File: src/rtl/xc_pshift_seq.sv
// xc_pshift_seq
// Multi-cycle sequencer for the XCrypto packed shift/rotate instructions
// (xc.psll / xc.psrl / xc.pror). A single narrow lane-masked shifter is
// applied up to STEP bits per BUSY cycle until the lane-masked shift amount
// is consumed. Request and response are valid/ready channels; the rd tag
// travels with the operation and comes back unchanged.

module xc_pshift_seq #(
  parameter int unsigned STEP = 32'd4
) (
  input  logic        g_clk,
  input  logic        g_reset,
  input  logic        flush,
  input  logic        req_valid,
  output logic        req_ready,
  input  logic [1:0]  req_op,
  input  logic [1:0]  req_pw,
  input  logic [31:0] req_rs1,
  input  logic [4:0]  req_shamt,
  input  logic [4:0]  req_rd,
  output logic        rsp_valid,
  input  logic        rsp_ready,
  output logic [31:0] rsp_result,
  output logic [4:0]  rsp_rd,
  output logic        busy
);

  typedef enum logic [1:0] {
    ST_IDLE = 2'd0,
    ST_BUSY = 2'd1,
    ST_DONE = 2'd2
  } state_t;

  localparam logic [1:0] OP_SLL = 2'b00;
  localparam logic [1:0] OP_SRL = 2'b01;
  localparam logic [1:0] OP_ROR = 2'b10;

  // Per-cycle shift limit, held in the same width as the remaining count.
  localparam logic [4:0] STEP_W = 5'(STEP);

  // Lane-index mask for a pack width: lane width minus one.
  function automatic logic [4:0] lane_mask(input logic [1:0] pw);
    logic [4:0] m;
    case (pw)
      2'd0:    m = 5'd31;
      2'd1:    m = 5'd15;
      2'd2:    m = 5'd7;
      2'd3:    m = 5'd3;
      default: m = 5'd31;
    endcase
    return m;
  endfunction

  // One shifter pass: every lane shifted/rotated by k bits independently.
  // Shift amounts never exceed the lane width, so the 5-bit rotate sum
  // wrapped by the lane mask is always the correct in-lane source bit.
  function automatic logic [31:0] lane_op(input logic [31:0] src,
                                          input logic [1:0]  op,
                                          input logic [1:0]  pw,
                                          input logic [4:0]  k);
    logic [31:0] res;
    logic [4:0]  msk;
    logic [4:0]  bi;
    logic [4:0]  pos;
    logic [4:0]  base;
    logic [5:0]  reach;
    res = 32'd0;
    msk = lane_mask(pw);
    for (int i = 0; i < 32; i++) begin
      bi    = 5'(i);
      pos   = bi & msk;
      base  = bi & ~msk;
      reach = {1'b0, pos} + {1'b0, k};
      case (op)
        OP_SRL: begin
          if (reach <= {1'b0, msk}) begin
            res[bi] = src[bi + k];
          end else begin
            res[bi] = 1'b0;
          end
        end
        OP_ROR: begin
          res[bi] = src[base | ((pos + k) & msk)];
        end
        default: begin
          // SLL, and the reserved encoding which behaves as SLL.
          if (pos >= k) begin
            res[bi] = src[bi - k];
          end else begin
            res[bi] = 1'b0;
          end
        end
      endcase
    end
    return res;
  endfunction

  state_t      state_r;
  state_t      state_nxt_s;
  logic [31:0] acc_r;
  logic [4:0]  rem_r;
  logic [1:0]  op_r;
  logic [1:0]  pw_r;
  logic [4:0]  rd_r;

  logic        accept_s;
  logic [4:0]  req_rem_s;
  logic [4:0]  k_s;
  logic [4:0]  rem_left_s;
  logic [31:0] acc_step_s;

  // Request handshake: open in IDLE, or in DONE when the result leaves this cycle.
  always_comb begin
    req_ready = 1'b0;
    if (flush) begin
      req_ready = 1'b0;
    end else if (state_r == ST_IDLE) begin
      req_ready = 1'b1;
    end else if ((state_r == ST_DONE) && rsp_ready) begin
      req_ready = 1'b1;
    end else begin
      req_ready = 1'b0;
    end
  end

  assign accept_s  = req_valid & req_ready;
  assign req_rem_s = req_shamt & lane_mask(req_pw);

  // Step size and the shifter pass for the current BUSY cycle.
  always_comb begin
    k_s = rem_r;
    if (rem_r > STEP_W) begin
      k_s = STEP_W;
    end else begin
      k_s = rem_r;
    end
    rem_left_s = rem_r - k_s;
    acc_step_s = lane_op(acc_r, op_r, pw_r, k_s);
  end

  // Next-state logic; flush overrides everything, including a pending accept.
  always_comb begin
    state_nxt_s = state_r;
    if (flush) begin
      state_nxt_s = ST_IDLE;
    end else begin
      case (state_r)
        ST_IDLE: begin
          if (accept_s) begin
            state_nxt_s = (req_rem_s == 5'd0) ? ST_DONE : ST_BUSY;
          end else begin
            state_nxt_s = ST_IDLE;
          end
        end
        ST_BUSY: begin
          if (rem_left_s == 5'd0) begin
            state_nxt_s = ST_DONE;
          end else begin
            state_nxt_s = ST_BUSY;
          end
        end
        ST_DONE: begin
          if (accept_s) begin
            state_nxt_s = (req_rem_s == 5'd0) ? ST_DONE : ST_BUSY;
          end else if (rsp_ready) begin
            state_nxt_s = ST_IDLE;
          end else begin
            state_nxt_s = ST_DONE;
          end
        end
        default: begin
          state_nxt_s = ST_IDLE;
        end
      endcase
    end
  end

  // State register and operand/accumulator datapath.
  always_ff @(posedge g_clk) begin
    if (g_reset) begin
      state_r <= ST_IDLE;
      acc_r   <= 32'd0;
      rem_r   <= 5'd0;
      op_r    <= 2'd0;
      pw_r    <= 2'd0;
      rd_r    <= 5'd0;
    end else begin
      state_r <= state_nxt_s;
      if (accept_s) begin
        acc_r <= req_rs1;
        rem_r <= req_rem_s;
        op_r  <= req_op;
        pw_r  <= req_pw;
        rd_r  <= req_rd;
      end else if ((state_r == ST_BUSY) && !flush) begin
        acc_r <= acc_step_s;
        rem_r <= rem_left_s;
      end else begin
        acc_r <= acc_r;
        rem_r <= rem_r;
      end
    end
  end

  // Outputs are direct decodes of registered state, so they hold steady
  // for as long as the consumer stalls.
  assign rsp_valid  = (state_r == ST_DONE);
  assign busy       = (state_r != ST_IDLE);
  assign rsp_result = acc_r;
  assign rsp_rd     = rd_r;

endmodule
File: config.mk
export PLATFORM = sky130hd
export DESIGN_NAME = xc_pshift_seq
export DESIGN_NICKNAME = d
export VERILOG_FILES = /design/src/rtl/xc_pshift_seq.sv
export SDC_FILE = /design/constraint.sdc
export NUM_CORES = 1
export LEC_CHECK = 0
export ABC_CLOCK_PERIOD_IN_PS = 7300
export BUFFER_PORTS_ARGS = -buffer_cell sky130_fd_sc_hd__buf_2
export CAP_MARGIN = 20
export CORE_UTILIZATION = 32
export DETAILED_ROUTE_END_ITERATION = 6
export MAX_ROUTING_LAYER = met4
export PLACE_DENSITY_LB_ADDON = 0.3
export REMOVE_ABC_BUFFERS = 1
export SYNTH_ARGS = -nofsm -noshare
export SYNTH_HDL_FRONTEND = slang
export SYNTH_SLANG_ARGS = --single-unit
File: constraint.sdc
create_clock -name g_clk -period 7.3 [get_ports g_clk]
set_clock_uncertainty 0.1 [all_clocks]
set_input_delay 2.19 -clock g_clk [delete_from_list [all_inputs] [get_ports g_clk]]
set_output_delay 2.19 -clock g_clk [all_outputs]
set_load 0.02 [all_outputs]
==> results of run 1 <==
[kinds of logic after synthesis]
kind of cell,count (synthesis),synth area share
AO/OA/AOI/OAI,341,0.192
XOR/XNOR,21,0.0165
adder cells (fa/ha/maj),136,0.150
buffers and inverters,185,0.0711
flip-flops,48,0.0828
multiplexers,275,0.366
other,2,0.000647
AND/OR/NAND/NOR,301,0.122
[synthesized netlist by cell type (5+ instances only)]
cell	count	area, sq um
a2111oi_0	12	105
a211oi_1	14	105
a21o_1	17	128
a21oi_1	132	661
a221oi_1	7	61.3
a22oi_1	6	45.0
a311oi_1	6	52.6
a31oi_1	16	100
a32oi_1	8	70.1
a41oi_1	8	70.1
and2_1	6	37.5
and3_1	9	56.3
buf_1	12	45.0
buf_2	13	65.1
buf_4	9	67.6
clkbuf_1	73	274
clkinv_1	6	22.5
dfxtp_1	48	961
fa_1	5	100
ha_1	131	1640
inv_1	58	218
mux2_2	47	529
mux2i_1	115	1150
mux4_2	108	2430
nand2_1	105	394
nand2b_1	5	31.3
nand3_1	16	80.1
nor2_1	69	259
nor3_1	42	210
nor4_1	7	43.8
o2111ai_1	5	43.8
o211ai_1	5	37.5
o21ai_0	40	200
o22ai_1	12	75.1
o31a_1	5	43.8
o31ai_1	10	75.1
or3_1	16	100
xnor2_1	16	140
[worst paths after layout]
path | slack (ns) | from | to | cells after the start
min reg2reg | 0.36 | rsp_rd[1] | rsp_rd[1] | 2
min | 0.36 | rsp_rd[1] | rsp_rd[1] | 2
max | 2.09 | rem_r[0] | rsp_result[1] | 12
max reg2reg | 2.09 | rem_r[0] | rsp_result[1] | 12
[metrics by stage]
| step | hold WS (ns) | std cells |
|---|---|---|
| after floorplan | 0.344 | 1220 |
| after global placement | 0.339 | 1803 |
| after detailed placement | 0.344 | 1803 |
| after CTS | 0.356 | 1811 |
| after global routing | 0.387 | 1811 |
| final | 0.357 | 1811 |
[per-layer routing]
metal / up-vias / GRT usage
met1: 5915 / 0.394
met2: 842 / 0.458
met3: 165 / 0.0829
met4: 0 / 0.123
li1: 5080 / -
met5: - / -
[sequential cells by signal, indices dropped and copies added (netlist names)]
name and cells:
rsp_result 32, pw_r 2, state_r 2, rsp_rd 5, op_r 2, rem_r 5
[power groups by stage]
stage	sequential, mW	combinational, mW	clock, mW
finish	0.336	0.968	0.317
global route	0.334	1.03	0.326
CTS	0.330	0.938	0.318
detailed placement	0.336	0.935	0
global placement	0.336	0.925	0
floorplan	0.319	0.644	0
[area by class of cell]
| cell class | instances | area [sq um] |
|---|---|---|
| Sequential cell | 48 | 961 |
| Timing Repair Buffer | 122 | 691 |
| Fill cell | 3762 | 23000 |
| Inverter | 69 | 272 |
| Clock inverter | 3 | 46.3 |
| Multi-Input combinational cell | 1103 | 9950 |
| Clock buffer | 5 | 125 |
| Tap cell | 461 | 577 |
[worst min-delay path: cells and delay by family, from the launching register on]
kind / cells / cell delay, ns
AOI/OAI and AO/OA: 1 / 0.05
DFF: 1 / 0.31
and+or+nand+nor: 1 / 0.05
==> impl_metrics.env, run 1 <==
export IMPL_status="finished with violations"
export IMPL_violations="DRC"
export IMPL_vdd_drop_max_uv=85.9
export IMPL_finalSetupViolCount=0
export IMPL_cts_buffers=5
export IMPL_ys_seq_area_frac=0.0828
export IMPL_p_sw_mw=0.796
export IMPL_clockPowerShare=0.195
export IMPL_min_period_over_period=0.714
export IMPL_boundaryPins=91
export IMPL_post_place_ws_ns=2.16
export IMPL_grt_total_usage=0.308
export IMPL_die_area_sq_um=37000
export IMPL_finalCriticalPeriod_ns=5.21
export IMPL_dr_pass1_iters=7
export IMPL_start_util=0.325
export IMPL_worst_setup_path_type="register to register"
export IMPL_synth_edf_count=0
export IMPL_yosysWarningCount=0
export IMPL_placed_cell_area_sq_um=12400
export IMPL_vias=12000
export IMPL_clock_latency_ns=0.34
export IMPL_p_leak_nw=5.39
export IMPL_area_delta_synth_final_pct=8.76
export IMPL_critPathTopFamily="simple AND/OR/NAND/NOR gates"
export IMPL_coreArea_sq_um=35700
export IMPL_wl_microns=55000
export IMPL_rows=69
export IMPL_cts_resized=0
export IMPL_antenna_found_initial=1
export IMPL_slew_headroom=0.236
export IMPL_layout_cells_most_common="a21oi_1"
export IMPL_worst_ep_arrival_time_ns=5.39
export IMPL_synth_seq_cells=48
export IMPL_drc=13
export IMPL_hold_violations=0
export IMPL_worst_path_max_fanout=54
export IMPL_cts_hold_buf=0
export IMPL_portBuffers=90
export IMPL_crit_buf_inv=3
export IMPL_dr_first_iter_drc_count=1422
export IMPL_layout_common_cells="a21oi_1, ha_1, mux2i_1"
export IMPL_synth_area_sq_um=11600
export IMPL_path_cells="or4b_4 -> inv_12 -> ha_1 -> clkinv_1 -> xnor2_2 -> inv_2 -> ha_1 -> nor2b_1 -> and2_1 -> a21oi_1 -> a2111oi_0 -> o21a_1"
export IMPL_crit_required_ns=7.48
export IMPL_cts_tree="yes"
export IMPL_total_power_mw=1.62
export IMPL_cp_slowest_cell="or4b_4"
export IMPL_clk_pin_slew_ns=0.09
export IMPL_p_comb_frac=0.597
export IMPL_drtAntennaViolNets=0
export IMPL_drive_gt1_frac=0.226
export IMPL_powerDensity_nw_per_um2=128
export IMPL_nets=1536
export IMPL_cts_num_sinks=48
export IMPL_grt_pass1_wl_microns=79800
export IMPL_die_h_microns=192
export IMPL_antenna_cells=0
export IMPL_final_core_util=0.354
export IMPL_start_kind="register"
export IMPL_grt_pass1_vias=11500
export IMPL_syn_avg_cell_area_sq_um=8.86
export IMPL_clock_root_buffer="clkbuf_16"
export IMPL_wl_met1_microns=21900
export IMPL_hold_class="register to register"
export IMPL_worst_pin_slew_ns=1.14
export IMPL_vias_per_cell=6.63
export IMPL_cts_max_path_buffers=2
export IMPL_end_kind="register"
export IMPL_wire_per_inst_microns=30.4
export IMPL_internal_power_mw=0.826
export IMPL_cpPeakStageDelay_ns=0.87
export IMPL_hpwl_microns=38700
export IMPL_timing_final_max_slew_violations=0
export IMPL_place_gp_congestion=1.01
export IMPL_post_cts_buffers=0
export IMPL_rsz0062_at_grt="no"
export IMPL_grt_max_degree=55
export IMPL_setup_ws_ns=2.09
export IMPL_stdcell_area_sq_um=12600
export IMPL_wl_met3_microns=6590
export IMPL_gr_total_overflow=0
export IMPL_seq_power_share=0.208
export IMPL_wl_met2_microns=24100
export IMPL_cp_common_cell="ha_1"
export IMPL_synthArstFlopShare=0
export IMPL_h_tree_depth=2
export IMPL_tns_ns=0
export IMPL_synth_main_ff_cell="dfxtp_1"
export IMPL_highest_layer="met4"
export IMPL_fmax_mhz=192
export IMPL_drv_cap=0
export IMPL_netlist_instances=1309
export IMPL_p_sw_frac=0.491
export IMPL_ys_types=86
export IMPL_die_w_microns=192
Note: power is estimated with default switching activity, not from simulation.
==> run 2: changes to the inputs <==
ABC_CLOCK_PERIOD_IN_PS = 4500   (was 7300)
clock period = 4.5 ns   (was 7.3 ns; I/O delays follow)
==> run 2 against run 1 <==
The run still ends with DRC left; total power increased by 66%; clock power increased by 73%; hold slack about the same; largest cell class unchanged; critical endpoint is now rsp_result[2]; sequential share of layout area decreased by 0.17 points; routed wire length decreased by 0.46%; combinational power increased by 64%; global-route usage decreased by 0.38 points.
==> impl_metrics.env, run 2 (synthesis gave the netlist of run 1 again) <==
export IMPL_end_kind="register"
export IMPL_status="finished with violations"
export IMPL_rr_startpoint="rem_r[3]"
export IMPL_placed_cell_area_sq_um=12700
export IMPL_grt_busiest_layer="met2"
export IMPL_setup_ws_ns=0.289
export IMPL_vias=12100
export IMPL_die_h_microns=192
export IMPL_coreArea_sq_um=35700
export IMPL_slew_headroom=0.164
export IMPL_grt_max_degree=51
export IMPL_post_cts_buffers=0
export IMPL_worst_ep_arrival_time_ns=4.30
export IMPL_wl_microns=54800
export IMPL_grt_pass1_wl_microns=78700
export IMPL_vdd_drop_max_uv=151
export IMPL_rsz0062_at_grt="no"
export IMPL_start_util=0.325
export IMPL_post_place_ws_ns=0.174
export IMPL_worst_path_max_fanout=12
export IMPL_finalSetupViolCount=0
export IMPL_drive_gt1_frac=0.245
export IMPL_whs_ns=0.357
export IMPL_powerDensity_nw_per_um2=208
export IMPL_h_tree_depth=2
export IMPL_grtUsageMet2=0.445
export IMPL_antenna_found_initial=2
export IMPL_drv_cap=0
export IMPL_p_leak_nw=5.55
export IMPL_cpPeakStageDelay_ns=0.74
export IMPL_timing_final_max_slew_violations=0
export IMPL_grt_pass1_vias=11400
export IMPL_worst_setup_path_type="register to register"
export IMPL_dr_first_iter_drc_count=1673
export IMPL_cp_slowest_cell="mux4_2"
export IMPL_nFillCells=3726
export IMPL_layout_cells_most_common="a21oi_1"
export IMPL_start_kind="register"
export IMPL_hpwl_microns=39400
export IMPL_crit_required_ns=4.59
export IMPL_fmax_mhz=237
export IMPL_place_gp_congestion=1.02
export IMPL_placed_cells=1834
export IMPL_hold_violations=0
export IMPL_stdcell_area_sq_um=12900
export IMPL_cts_buffers=5
export IMPL_cp_common_cell="mux4_2"
export IMPL_portBuffers=90
export IMPL_total_power_mw=2.69
export IMPL_clk_pin_slew_ns=0.08
export IMPL_die_w_microns=192
export IMPL_worst_pin_slew_ns=1.25
export IMPL_violations="DRC"
export IMPL_gr_total_overflow=0
export IMPL_wire_per_inst_microns=29.7
export IMPL_drtAntennaViolNets=0
export IMPL_cts_tree="yes"
export IMPL_final_cells=1844
export IMPL_cts_num_sinks=48
export IMPL_area_delta_synth_final_pct=11.3
export IMPL_grtUsageMet1=0.394
export IMPL_die_area_sq_um=37000
export IMPL_boundaryPins=91
export IMPL_finalCriticalPeriod_ns=4.21
export IMPL_drc=18
export IMPL_grt_total_usage=0.304
export IMPL_tns_ns=0
export IMPL_largest_reg_flops=32
export IMPL_hold_start="rsp_rd[1]"
export IMPL_clock_latency_ns=0.32
export IMPL_crit_start="rem_r[3]"
export IMPL_path_cells="or4b_4 -> ha_1 -> clkinv_1 -> mux4_2 -> mux4_2 -> mux2_2 -> a221oi_1 -> o311ai_1"
export IMPL_nets=1567
export IMPL_cts_max_path_buffers=2
export IMPL_hold_class="register to register"
export IMPL_vias_per_cell=6.59
export IMPL_clock_root_buffer="clkbuf_16"
export IMPL_use_met3=0.0791
export IMPL_layout_common_cells="a21oi_1, ha_1, mux2i_1"
export IMPL_dr_pass1_iters=7
export IMPL_rows=69
export IMPL_final_core_util=0.362
export IMPL_min_period_over_period=0.936
run 2: changes by cell type in the layout (fill, tap and decap cells not counted):
cell,before,now
buf_12,0,2
or3_4,0,1
bufinv_16,1,2
buf_4,32,61
or3_1,16,15
diode_2,0,2
clkinv_1,6,5
run 2: what timing repair did:
action,CTS,global route
hold buffers,0,0
endpoints found under the setup margin,0,4
gates resized for setup,0,2
run 2: path summary, 6_finish.rpt:
kind                                       to  slack, ns  cells past startpoint
worst min register to register      rsp_rd[1]       0.36                      2
worst min-delay path                rsp_rd[1]       0.36                      2
worst max-delay path            rsp_result[2]       0.29                      8
worst max register to register  rsp_result[2]       0.29                      8
run 2: layout make-up:
| class | count | area, sq um | area share |
|---|---|---|---|
| multi-input combinational | 1103 | 9950 | 0.771 |
| sequential | 48 | 961 | 0.0744 |
| timing repair buffer | 153 | 948 | 0.0734 |
| tap | 461 | 577 | 0.0447 |
| inverter | 69 | 275 | 0.0213 |
| clock buffer | 5 | 125 | 0.00969 |
| clock inverter | 3 | 68.8 | 0.00533 |
| antenna | 2 | 5.00 | 0.000388 |
run 2: routing by layer:
layer | wire length (microns) | share of wire
met1 | 22200 | 0.41
met2 | 23600 | 0.43
met3 | 6370 | 0.12
met4 | 2570 | 0.047
met5 | 0 | 0
run 2: power breakdown:
group / leakage, nW / total, mW / switching (mW) / internal [mW]
Clock: 0.0944 / 0.547 / 0.224 / 0.322
Combinational: 5.06 / 1.59 / 0.936 / 0.653
Sequential: 0.392 / 0.557 / 0.110 / 0.447
run 2: critical path, delay by kind of cell, from the launching register on:
| family | cells | cell delay (ns) |
|---|---|---|
| and+or+nand+nor | 1 | 0.65 |
| muxes | 3 | 1.51 |
| DFF | 1 | 0.41 |
| buffers and inverters | 1 | 0.51 |
| adders and majority gates | 1 | 0.33 |
| AOI/OAI and AO/OA | 2 | 0.57 |
==> run 3: changes to the inputs <==
REMOVE_ABC_BUFFERS = not set   (was 1)
==> run 3 against run 2 <==
The run still ends with DRC left; setup slack got worse by 0.17 ns; sequential cell count unchanged; combinational power hardly changed; final cell count is 0.22% lower; first-iteration DRC count about the same; sequential power about the same; total power shrank 2.0%; die area unchanged; critical endpoint is now rsp_result[25]; highest routed layer unchanged.
==> impl_metrics.env, run 3 (synthesis gave the netlist of run 1 again) <==
export IMPL_drc=28
export IMPL_start_util=0.325
export IMPL_die_area_sq_um=37000
export IMPL_finalSetupViolCount=0
export IMPL_layout_common_cells="a21oi_1, ha_1, mux2i_1"
export IMPL_cp_slowest_cell="or4b_1"
export IMPL_clockPowerShare=0.180
export IMPL_wl_met3_microns=7700
export IMPL_antenna_found_initial=0
export IMPL_drv_cap=0
export IMPL_stdcell_area_sq_um=12800
export IMPL_p_leak_nw=5.52
export IMPL_drtAntennaViolNets=0
export IMPL_cts_num_sinks=48
export IMPL_post_cts_buffers=0
export IMPL_cts_buffers=5
export IMPL_clock_latency_ns=0.33
export IMPL_die_h_microns=192
export IMPL_vias_per_cell=6.75
export IMPL_powerDensity_nw_per_um2=206
export IMPL_cts_hold_buf=0
export IMPL_violations="DRC"
export IMPL_vdd_drop_max_uv=137
export IMPL_p_sw_mw=1.28
export IMPL_p_sw_frac=0.484
export IMPL_p_comb_frac=0.609
export IMPL_largest_reg_flops=32
export IMPL_drive_gt1_frac=0.241
export IMPL_cts_max_path_buffers=2
export IMPL_path_cells="or4b_1 -> buf_4 -> inv_2 -> ha_1 -> nand2_1 -> inv_2 -> xnor2_1 -> inv_1 -> ha_1 -> a21o_1 -> a21oi_1 -> a31oi_1 -> a2111oi_0 -> o41a_1"
export IMPL_worst_setup_path_type="register to register"
export IMPL_boundaryPins=91
export IMPL_area_delta_synth_final_pct=10.6
export IMPL_vias=12400
export IMPL_wl_met2_microns=23600
export IMPL_cts_tree="yes"
export IMPL_tns_ns=0
export IMPL_clock_root_buffer="clkbuf_16"
export IMPL_cts_resized=0
export IMPL_rows=69
export IMPL_total_power_mw=2.64
export IMPL_post_place_ws_ns=0.317
export IMPL_end_kind="register"
export IMPL_dr_first_iter_drc_count=1674
export IMPL_start_kind="register"
export IMPL_wl_microns=56600
export IMPL_finalCriticalPeriod_ns=4.38
export IMPL_grt_pass1_wl_microns=81000
export IMPL_dr_pass1_iters=7
export IMPL_wl_met1_microns=21500
export IMPL_slew_headroom=0.252
export IMPL_fmax_mhz=228
export IMPL_worst_ep_arrival_time_ns=4.55
export IMPL_placed_cells=1831
export IMPL_internal_power_mw=1.36
export IMPL_hold_class="register to register"
export IMPL_hpwl_microns=40800
export IMPL_cpPeakStageDelay_ns=0.60
export IMPL_setup_ws_ns=0.117
export IMPL_highest_layer="met4"
export IMPL_seq_power_share=0.211
export IMPL_crit_required_ns=4.66
export IMPL_wire_per_inst_microns=30.7
export IMPL_grt_pass1_vias=11900
export IMPL_grt_max_degree=61
export IMPL_placed_cell_area_sq_um=12700
export IMPL_h_tree_depth=2
export IMPL_clk_pin_slew_ns=0.07
export IMPL_worst_path_max_fanout=13
export IMPL_grt_total_usage=0.313
export IMPL_min_period_over_period=0.974
export IMPL_rsz0062_at_grt="no"
export IMPL_nets=1564
export IMPL_die_w_microns=192
export IMPL_place_gp_congestion=1.05
export IMPL_timing_final_max_slew_violations=0
export IMPL_nFillCells=3654
export IMPL_hold_violations=0
export IMPL_worst_pin_slew_ns=1.12
export IMPL_status="finished with violations"
export IMPL_coreArea_sq_um=35700
export IMPL_layout_cells_most_common="a21oi_1"
export IMPL_portBuffers=90
export IMPL_final_cells=1840
export IMPL_gr_total_overflow=0
-- run 3: cell types whose count changed in the layout (fill, tap and decap cells not counted), sizes merged --
cell / delta
buf: -3
bufinv: -1
clkbuf: +1
clkinv: +2
clkinvlp: -1
diode: -1
inv: -1
-- run 3: final timing paths --
check / end / from / cells after the start / slack, ns
worst min-delay path: rsp_rd[2] / rsp_rd[2] / 2 / 0.35
worst max-delay path: rsp_result[25] / rem_r[3] / 14 / 0.12
worst max register to register: rsp_result[25] / rem_r[3] / 14 / 0.12
worst min register to register: rsp_rd[2] / rsp_rd[2] / 2 / 0.35
-- run 3: critical path: cells and delay by family, from the launching register on --
kind | cells | cell delay (ns)
compound gates | 5 | 1.22
fa+ha+maj | 2 | 0.78
xor+xnor | 1 | 0.17
simple gates | 2 | 0.94
buf+inv | 4 | 0.72
flops | 1 | 0.41
-- run 3: area by class of cell --
cell class | count | area, sq um | area share
antenna | 1 | 2.50 | 0.000195
clock buffer | 6 | 129 | 0.0100
clock inverter | 2 | 35.0 | 0.00273
inverter | 69 | 272 | 0.0212
multi-input combinational | 1103 | 9950 | 0.775
sequential | 48 | 961 | 0.0749
tap | 461 | 577 | 0.0449
timing repair buffer | 150 | 913 | 0.0712
-- run 3: power by group through the flow --
stage	logic (mW)	clock network, mW	registers (mW)
after floorplan	1.11	0	0.498
after global placement	1.53	0	0.555
after detailed placement	1.54	0	0.554
after CTS	1.55	0.472	0.544
after global routing	1.70	0.489	0.549
final	1.61	0.475	0.557
-- run 3: per-layer routing --
layer / GRT usage / vias to the layer above
met5: - / -
met4: 0.169 / 0
met1: 0.396 / 5979
met2: 0.447 / 1008
met3: 0.0895 / 278
li1: - / 5151
-- run 3: per-stage QoR --
| step | utilization | hold slack [ns] |
|---|---|---|
| floorplan | - | 0.353 |
| global placement | 0.355 | 0.342 |
| detailed placement | 0.355 | 0.345 |
| CTS | 0.360 | 0.354 |
| global route | 0.360 | 0.390 |
| finish | 0.360 | 0.352 |
